[src/rtl/vec_mem_pkg.sv]
// Shared parameters, state encoding and vector type for the vector memory burst controller.
package vec_mem_pkg;

  localparam int LANES     = 16;
  localparam int DATA_W    = 8;
  localparam int ADDR_W    = 19;
  localparam int BURST_CYC = LANES + 2;
  localparam int DATA_OFS  = 2;
  localparam int VEC_W     = LANES * DATA_W;
  localparam int CNT_W     = 5;
  localparam int LANE_W    = $clog2(LANES);

  typedef logic [VEC_W-1:0] vec_t;

  typedef enum logic [1:0] {
    IDLE  = 2'd0,
    BURST = 2'd1,
    DONE  = 2'd2
  } state_e;

endpackage

[src/rtl/vec_mem_burst_ctrl_lane_buffer.sv]
// 16x8 lane storage. It holds either the store vector being serialised or
// the load vector being assembled; never both in the same request.
module vec_lane_buffer
  import vec_mem_pkg::*;
(
  input  logic              clk,
  input  logic              rst,
  input  logic              clr,
  input  logic              ld_en,
  input  vec_t              ld_vec,
  input  logic              wr_en,
  input  logic [LANE_W-1:0] wr_lane,
  input  logic [DATA_W-1:0] wr_data,
  input  logic [LANE_W-1:0] rd_lane,
  output logic [DATA_W-1:0] rd_data,
  output vec_t              vec
);

  vec_t vec_q, vec_d;

  // Next-value select: clear wins over a whole-vector load, which wins over a lane write.
  always_comb begin
    vec_d = vec_q;
    if (clr) begin
      vec_d = '0;
    end else if (ld_en) begin
      vec_d = ld_vec;
    end else if (wr_en) begin
      vec_d[wr_lane*DATA_W +: DATA_W] = wr_data;
    end
  end

  // Storage register.
  always_ff @(posedge clk) begin
    if (rst) vec_q <= '0;
    else     vec_q <= vec_d;
  end

  assign rd_data = vec_q[rd_lane*DATA_W +: DATA_W];
  assign vec     = vec_q;

endmodule

[src/rtl/vec_mem_burst_ctrl.sv]
// Vector load/store burst controller: holds one memory enable for an 18-cycle
// window, serialises store vectors into byte beats and assembles load bytes
// into a 128-bit response.
module vec_mem_burst_ctrl
  import vec_mem_pkg::*;
(
  input  logic              clk,
  input  logic              rst,
  input  logic              req_valid,
  output logic              req_ready,
  input  logic              req_we,
  input  logic [ADDR_W-1:0] req_addr,
  input  vec_t              req_wdata,
  output logic              resp_valid,
  output vec_t              resp_rdata,
  output logic              busy,
  output logic              mem_read_enable,
  output logic              mem_write_enable,
  output logic [ADDR_W-1:0] mem_address,
  output logic [DATA_W-1:0] mem_wdata,
  input  logic [DATA_W-1:0] mem_rdata
);

  state_e            state_q, state_d;
  logic [CNT_W-1:0]  cnt_q, cnt_d;
  logic              we_q, we_d;
  logic [ADDR_W-1:0] addr_q, addr_d;
  vec_t              resp_rdata_q, resp_rdata_d;

  logic              buf_clr, buf_ld, buf_wr;
  logic [LANE_W-1:0] lane;
  logic [DATA_W-1:0] buf_rd;
  vec_t              buf_vec;
  vec_t              load_vec;
  logic              in_burst;

  assign in_burst = (state_q == BURST);
  // Lane 0 is presented during the two setup cycles so the store beat is never stale.
  assign lane     = (cnt_q < CNT_W'(DATA_OFS)) ? '0 : LANE_W'(cnt_q - CNT_W'(DATA_OFS));
  assign buf_wr   = in_burst && !we_q && (cnt_q >= CNT_W'(DATA_OFS));

  // The final lane arrives on the same edge that leaves BURST, so splice it in directly.
  always_comb begin
    load_vec = buf_vec;
    load_vec[VEC_W-1 -: DATA_W] = mem_rdata;
  end

  // Next-state, window counter and request latching.
  always_comb begin
    state_d      = state_q;
    cnt_d        = cnt_q;
    we_d         = we_q;
    addr_d       = addr_q;
    resp_rdata_d = resp_rdata_q;
    buf_clr      = 1'b0;
    buf_ld       = 1'b0;
    case (state_q)
      IDLE: begin
        if (req_valid) begin
          state_d = BURST;
          cnt_d   = '0;
          we_d    = req_we;
          addr_d  = req_addr;
          buf_ld  = req_we;
          buf_clr = !req_we;
        end
      end
      BURST: begin
        cnt_d = cnt_q + 1'b1;
        if (cnt_q == CNT_W'(BURST_CYC - 1)) begin
          state_d = DONE;
          cnt_d   = '0;
          if (!we_q) resp_rdata_d = load_vec;
        end
      end
      DONE:    state_d = IDLE;
      default: state_d = IDLE;
    endcase
  end

  // State and datapath registers.
  always_ff @(posedge clk) begin
    if (rst) begin
      state_q      <= IDLE;
      cnt_q        <= '0;
      we_q         <= 1'b0;
      addr_q       <= '0;
      resp_rdata_q <= '0;
    end else begin
      state_q      <= state_d;
      cnt_q        <= cnt_d;
      we_q         <= we_d;
      addr_q       <= addr_d;
      resp_rdata_q <= resp_rdata_d;
    end
  end

  vec_lane_buffer u_buf (
    .clk     (clk),
    .rst     (rst),
    .clr     (buf_clr),
    .ld_en   (buf_ld),
    .ld_vec  (req_wdata),
    .wr_en   (buf_wr),
    .wr_lane (lane),
    .wr_data (mem_rdata),
    .rd_lane (lane),
    .rd_data (buf_rd),
    .vec     (buf_vec)
  );

  assign req_ready        = (state_q == IDLE);
  assign busy             = (state_q != IDLE);
  assign resp_valid       = (state_q == DONE);
  assign resp_rdata       = resp_rdata_q;
  assign mem_read_enable  = in_burst && !we_q;
  assign mem_write_enable = in_burst && we_q;
  assign mem_address      = addr_q;
  assign mem_wdata        = (in_burst && we_q) ? buf_rd : '0;

endmodule

[config.mk]
export PLATFORM = sky130hd
export DESIGN_NAME = vec_mem_burst_ctrl
export DESIGN_NICKNAME = d
export VERILOG_FILES = /design/src/rtl/vec_mem_pkg.sv /design/src/rtl/vec_mem_burst_ctrl_lane_buffer.sv /design/src/rtl/vec_mem_burst_ctrl.sv
export SDC_FILE = /design/constraint.sdc
export NUM_CORES = 1
export LEC_CHECK = 0
export CAP_MARGIN = 25
export CELL_PAD_IN_SITES_DETAIL_PLACEMENT = 2
export CELL_PAD_IN_SITES_GLOBAL_PLACEMENT = 2
export CORE_AREA = 10 10 209 211
export CTS_CLUSTER_SIZE = 28
export DETAILED_ROUTE_END_ITERATION = 12
export DIE_AREA = 0 0 219 221
export GPL_ROUTABILITY_DRIVEN = 0
export PLACE_DENSITY_LB_ADDON = 0.1
export SYNTH_ARGS = -nofsm -noshare
export SYNTH_HDL_FRONTEND = slang
export SYNTH_HIERARCHICAL = 1
export SYNTH_SLANG_ARGS = --single-unit
[constraint.sdc]
create_clock -name clk -period 8.8 [get_ports clk]
set_input_delay 0.88 -clock clk [delete_from_list [all_inputs] [get_ports clk]]
set_output_delay 0.88 -clock clk [all_outputs]
set_load 0.1 [all_outputs]
==> metrics.txt <==
# TYPE chip_impl_metric gauge
chip_impl_metric{name="synthSimpleGateAreaFrac",unit="%"} 15.43
chip_impl_metric{name="setup-tns-final",unit="ns"} 0
chip_impl_metric{name="numPortBuffers",unit=""} 318
chip_impl_metric{name="globalRoute.totalOverflow",unit=""} 0
chip_impl_metric{name="timing_hold_violations_final",unit=""} 0
chip_impl_info{name="cts.root.buffer_cell",value="sky130_fd_sc_hd__clkbuf_16"} 1
chip_impl_metric{name="cp_slowest_stage_delay",unit="ns"} 1.05
chip_impl_metric{name="hpwl_after_detailed_placement",unit="mm"} 48.13
chip_impl_metric{name="muxShareOfSynthArea",unit="%"} 7.437
chip_impl_metric{name="grt_start_max_net_pins",unit=""} 89
chip_impl_metric{name="worst_slew_margin_rel",unit="%"} 28.45
chip_impl_metric{name="timing.max_cap.violations",unit=""} 0
chip_impl_metric{name="syn_inst",unit=""} 1362
chip_impl_metric{name="tritoncts.num_buffers",unit=""} 35
chip_impl_metric{name="synthArstFlopShare",unit="%"} 0
chip_impl_info{name="cpLargestDelayFamily",value="buffers and inverters"} 1
chip_impl_metric{name="maxClockFrequency",unit="GHz"} 0.1875
chip_impl_metric{name="grt_usage",unit="%"} 25.36
chip_impl_metric{name="synth_edf_count",unit=""} 0
chip_impl_metric{name="drtIter0Drc",unit=""} 1135
chip_impl_metric{name="cts_resized",unit=""} 0
chip_impl_metric{name="ratio_of_cells_with_drive_above_1_in_the_final_layout",unit="%"} 7.840
chip_impl_metric{name="area.growth.synth_to_final",unit="%"} 35.98
chip_impl_info{name="cpMostUsedCell",value="sky130_fd_sc_hd__buf_4"} 1
chip_impl_metric{name="holdWs",unit="ns"} 0.4764
chip_impl_metric{name="ant_nets",unit=""} 0
chip_impl_info{name="setup_repair_after_global_routing_missed_its_margin",value="no"} 1
chip_impl_metric{name="drtPass1Iterations",unit=""} 5
chip_impl_metric{name="clkTransAtPathRegs",unit="ns"} 0.06
chip_impl_metric{name="post_cts.repair.setup_buffers",unit=""} 0
chip_impl_metric{name="distinct_cell_type_count_of_the_synthesized_netlist",unit=""} 55
chip_impl_metric{name="die_width",unit="um"} 219
chip_impl_metric{name="timing.clock.skew",unit="ns"} 0.01179
chip_impl_metric{name="fin_crit_sh",unit="%"} 60.59
chip_impl_metric{name="ys.warnings.count",unit=""} 6
chip_impl_metric{name="cellPowerDensity",unit="nW/um2"} 182.8
chip_impl_metric{name="cp.arrival",unit="ns"} 4.45
chip_impl_info{name="outcome",value="complete, no violations"} 1
chip_impl_metric{name="initial_core_util",unit="%"} 31.72
chip_impl_info{name="critical_path.slowest_cell",value="sky130_fd_sc_hd__clkdlybuf4s50_1"} 1
chip_impl_metric{name="syn-cell-area",unit="um2"} 12520
chip_impl_metric{name="synthAdderAreaFrac",unit="%"} 0.6997
chip_impl_metric{name="setup_violations",unit=""} 0
chip_impl_metric{name="row_count",unit=""} 73
chip_impl_metric{name="synthesis.nets",unit=""} 1528
chip_impl_metric{name="postCtsHoldBufs",unit=""} 0
chip_impl_metric{name="floorplan.die_area",unit="um2"} 48400
chip_impl_metric{name="worstSkewPairLatency",unit="ns"} 0.52
chip_impl_metric{name="wirelength",unit="mm"} 64.52
chip_impl_metric{name="antenna_cells",unit=""} 0
chip_impl_info{name="combinational_family_with_the_most_area_after_synthesis",value="compound AO/OA/AOI/OAI gates"} 1
chip_impl_metric{name="clock_sink_count",unit=""} 283
chip_impl_metric{name="max_slew.worst_pin.slew",unit="ns"} 1.070
chip_impl_info{name="timing.hold.worst.class",value="flop to flop"} 1
chip_impl_metric{name="remaining_drc_errors",unit=""} 0
chip_impl_info{name="timing.critical_path.to_type",value="output port"} 1
chip_impl_metric{name="clock_path_buffers",unit=""} 3
chip_impl_metric{name="seqCellArea",unit="um2"} 5665
chip_impl_metric{name="max-vdd-ir-drop",unit="V"} 0.0001184
chip_impl_info{name="crit_path_start_kind",value="flop"} 1
chip_impl_metric{name="finalWorstPathRequiredPeriod",unit="ns"} 5.332
chip_impl_metric{name="htree_num_levels",unit=""} 2
chip_impl_metric{name="core",unit="um2"} 39460
chip_impl_metric{name="i_o_pins",unit=""} 319
chip_impl_metric{name="ys_ff_latch",unit=""} 283
chip_impl_metric{name="grt_pass1_wl",unit="mm"} 93.29
chip_impl_metric{name="multiInputGateArea",unit="um2"} 6137
chip_impl_metric{name="antenna_violations_before_repair",unit=""} 3
chip_impl_metric{name="post_drt_wl_per_cell",unit="um"} 30.08
chip_impl_metric{name="design.final.nets",unit=""} 1764
chip_impl_metric{name="critPathBufInv",unit=""} 4
chip_impl_metric{name="die_height",unit="um"} 221
chip_impl_metric{name="seq_area_frac_synth",unit="%"} 45.26
chip_impl_metric{name="number_of_slew_limit_violations_in_the_final_report",unit=""} 0
chip_impl_info{name="worstPathCellList",value="or3b_4 -> buf_4 -> clkinv_2 -> buf_4 -> clkdlybuf4s50_1"} 1
chip_impl_metric{name="via_per_inst",unit=""} 6.001
chip_impl_info{name="criticalPathCategory",value="flop to output port"} 1
chip_impl_metric{name="timing.critical_path.fanout_max",unit=""} 69
chip_impl_metric{name="dr_total_vias",unit=""} 12873
chip_impl_metric{name="synth_compound_area_share",unit="%"} 24.91
chip_impl_info{name="cts_tree",value="yes"} 1
chip_impl_metric{name="final_core_utilization",unit="%"} 43.13
chip_impl_metric{name="static-leakage-power",unit="nW"} 5.831
chip_impl_metric{name="crit_required",unit="ns"} 7.92
chip_impl_metric{name="synthesis.area_per_instance",unit="um2"} 9.190
chip_impl_metric{name="reg2reg_setup_slack",unit="ns"} 4.33
chip_impl_metric{name="fillerInstances",unit=""} 4310
chip_impl_metric{name="first_global_vias",unit=""} 13486
chip_impl_metric{name="fraction_of_synthesized_cell_area_in_xor_and_xnor_cells",unit="%"} 0.06997
chip_impl_info{name="ys.flop_type",value="sky130_fd_sc_hd__dfxtp_1"} 1
-- report_power, final --
part,internal [mW],total (mW),switching [mW],leakage (nW)
registers,1.31,1.36,0.0451,2.29
logic,0.132,0.356,0.224,3.00
clock network,0.823,1.40,0.576,0.542
-- logic make-up (layout without fill, tap and decap cells) --
family | Yosys count | in the layout
AOI/OAI and AO/OA | 476 | 476
xor gates and xnor gates | 1 | 1
adders and majority gates | 7 | 7
buffers and inverters | 165 | 423
DFF | 283 | 283
muxes | 53 | 53
and+or+nand+nor | 377 | 377
-- metrics by stage --
stage | instance area [um2] | worst slack (ns) | power [mW] | instances
after CTS | 16990 | 3.501 | 3.132 | 2143
after floorplan | 12520 | 5.160 | 1.562 | 1362
after detailed placement | 15900 | 4.061 | 1.736 | 2084
after global routing | 17020 | 3.242 | 3.207 | 2145
final | 17020 | 3.468 | 3.112 | 2145
after global placement | 15890 | 4.166 | 1.731 | 2083
-- Yosys cell counts (all sizes together), types with 3 or more instances --
| library cell | count | area share (%) |
|---|---|---|
| nor2 | 50 | 1.5 |
| or3 | 3 | 0.15 |
| a32oi | 9 | 0.63 |
| clkbuf | 109 | 3.3 |
| a21o | 16 | 0.96 |
| or2 | 3 | 0.15 |
| nand2 | 39 | 1.2 |
| o211ai | 12 | 0.72 |
| a31oi | 19 | 0.95 |
| a32o | 16 | 1.3 |
| dfxtp | 283 | 45 |
| a21oi | 139 | 5.6 |
| a22oi | 16 | 0.96 |
| or4 | 3 | 0.21 |
| o21ai | 149 | 6.0 |
| a221o | 90 | 7.2 |
| mux2i | 21 | 1.7 |
| nor3b | 7 | 0.46 |
| nand4 | 13 | 0.65 |
| and2 | 6 | 0.30 |
| nor2b | 9 | 0.45 |
| mux4 | 32 | 5.8 |
| nor3 | 70 | 2.9 |
| ha | 7 | 0.70 |
| buf | 36 | 2.3 |
| and3 | 22 | 1.1 |
| nand3 | 142 | 5.7 |
| inv | 19 | 0.57 |
-- final timing paths --
kind | endpoint | cells after the start | from
worst max-delay path | mem_read_enable | 5 | we_q$_SDFFE_PP0P_
worst min-delay path | resp_rdata[50]$_SDFFE_PP0P_ | 2 | resp_rdata[50]$_SDFFE_PP0P_
worst max register to register | u_buf/vec[108]$_SDFFE_PP0P_ | 11 | cnt_q[2]$_SDFFE_PP0P_
worst min register to register | resp_rdata[50]$_SDFFE_PP0P_ | 2 | resp_rdata[50]$_SDFFE_PP0P_
-- final cells by class --
cell class	count	area share, %
multi-input combinational	914	36.06
inverter	20	0.4484
clock buffer	51	6.160
sequential	283	33.29
tap	525	3.859
timing repair buffer	344	19.94
clock inverter	8	0.2499
-- worst reg2reg max path: stages, from the launching register on --
cell and delay [ns]:
sky130_fd_sc_hd__dfxtp_1 0.46, sky130_fd_sc_hd__inv_1 0.13, sky130_fd_sc_hd__ha_1 0.22, sky130_fd_sc_hd__nor3b_1 0.20, sky130_fd_sc_hd__nor2_4 0.10, sky130_fd_sc_hd__buf_4 0.57
sky130_fd_sc_hd__inv_1 0.12, sky130_fd_sc_hd__ha_1 0.46, sky130_fd_sc_hd__and4b_1 0.34, sky130_fd_sc_hd__nand3_1 0.61, sky130_fd_sc_hd__nor3_1 0.96, sky130_fd_sc_hd__a21o_1 0.23
-- routing by layer --
layer,vias to the layer above,wire length [um],global-route usage (%)
li1,5645,-,-
met2,520,30690,41.57
met1,6575,26970,32.19
met3,131,4195,4.475
met5,-,13,0
met4,2,2655,10.35
-- state kept, by name, indices dropped and copies added (netlist names) --
signal       count
resp_rdata     128
mem_address     19
u_buf/vec      128
cnt_q            5
state_q          2
we_q             1
-- cells in the final DEF (no fill, tap or decap), types with 7 or more instances in the layout --
master | synthesis | final
sky130_fd_sc_hd__clkdlybuf4s50_1 | 0 | 317
sky130_fd_sc_hd__dfxtp_1 | 283 | 283
sky130_fd_sc_hd__nand3_1 | 142 | 142
sky130_fd_sc_hd__a21oi_1 | 139 | 139
sky130_fd_sc_hd__o21ai_0 | 137 | 137
sky130_fd_sc_hd__a221o_1 | 90 | 90
sky130_fd_sc_hd__nor3_1 | 69 | 68
sky130_fd_sc_hd__nor2_1 | 50 | 47
sky130_fd_sc_hd__nand2_1 | 39 | 39
sky130_fd_sc_hd__clkbuf_16 | 0 | 37
sky130_fd_sc_hd__mux4_2 | 32 | 32
sky130_fd_sc_hd__buf_4 | 1 | 25
sky130_fd_sc_hd__and3_1 | 22 | 22
sky130_fd_sc_hd__mux2i_1 | 21 | 21
sky130_fd_sc_hd__inv_1 | 19 | 19
sky130_fd_sc_hd__a31oi_1 | 19 | 19
sky130_fd_sc_hd__a22oi_1 | 16 | 16
sky130_fd_sc_hd__a32o_1 | 16 | 16
sky130_fd_sc_hd__a21o_1 | 16 | 16
sky130_fd_sc_hd__nand4_1 | 13 | 13
sky130_fd_sc_hd__o21ai_1 | 12 | 12
sky130_fd_sc_hd__o211ai_1 | 12 | 12
sky130_fd_sc_hd__nor2b_1 | 9 | 9
sky130_fd_sc_hd__a32oi_1 | 9 | 9
sky130_fd_sc_hd__clkinv_2 | 1 | 8
sky130_fd_sc_hd__ha_1 | 7 | 7
sky130_fd_sc_hd__clkbuf_8 | 0 | 7
sky130_fd_sc_hd__clkbuf_1 | 104 | 7
No activity file was read; power rests on OpenSTA's default activity.
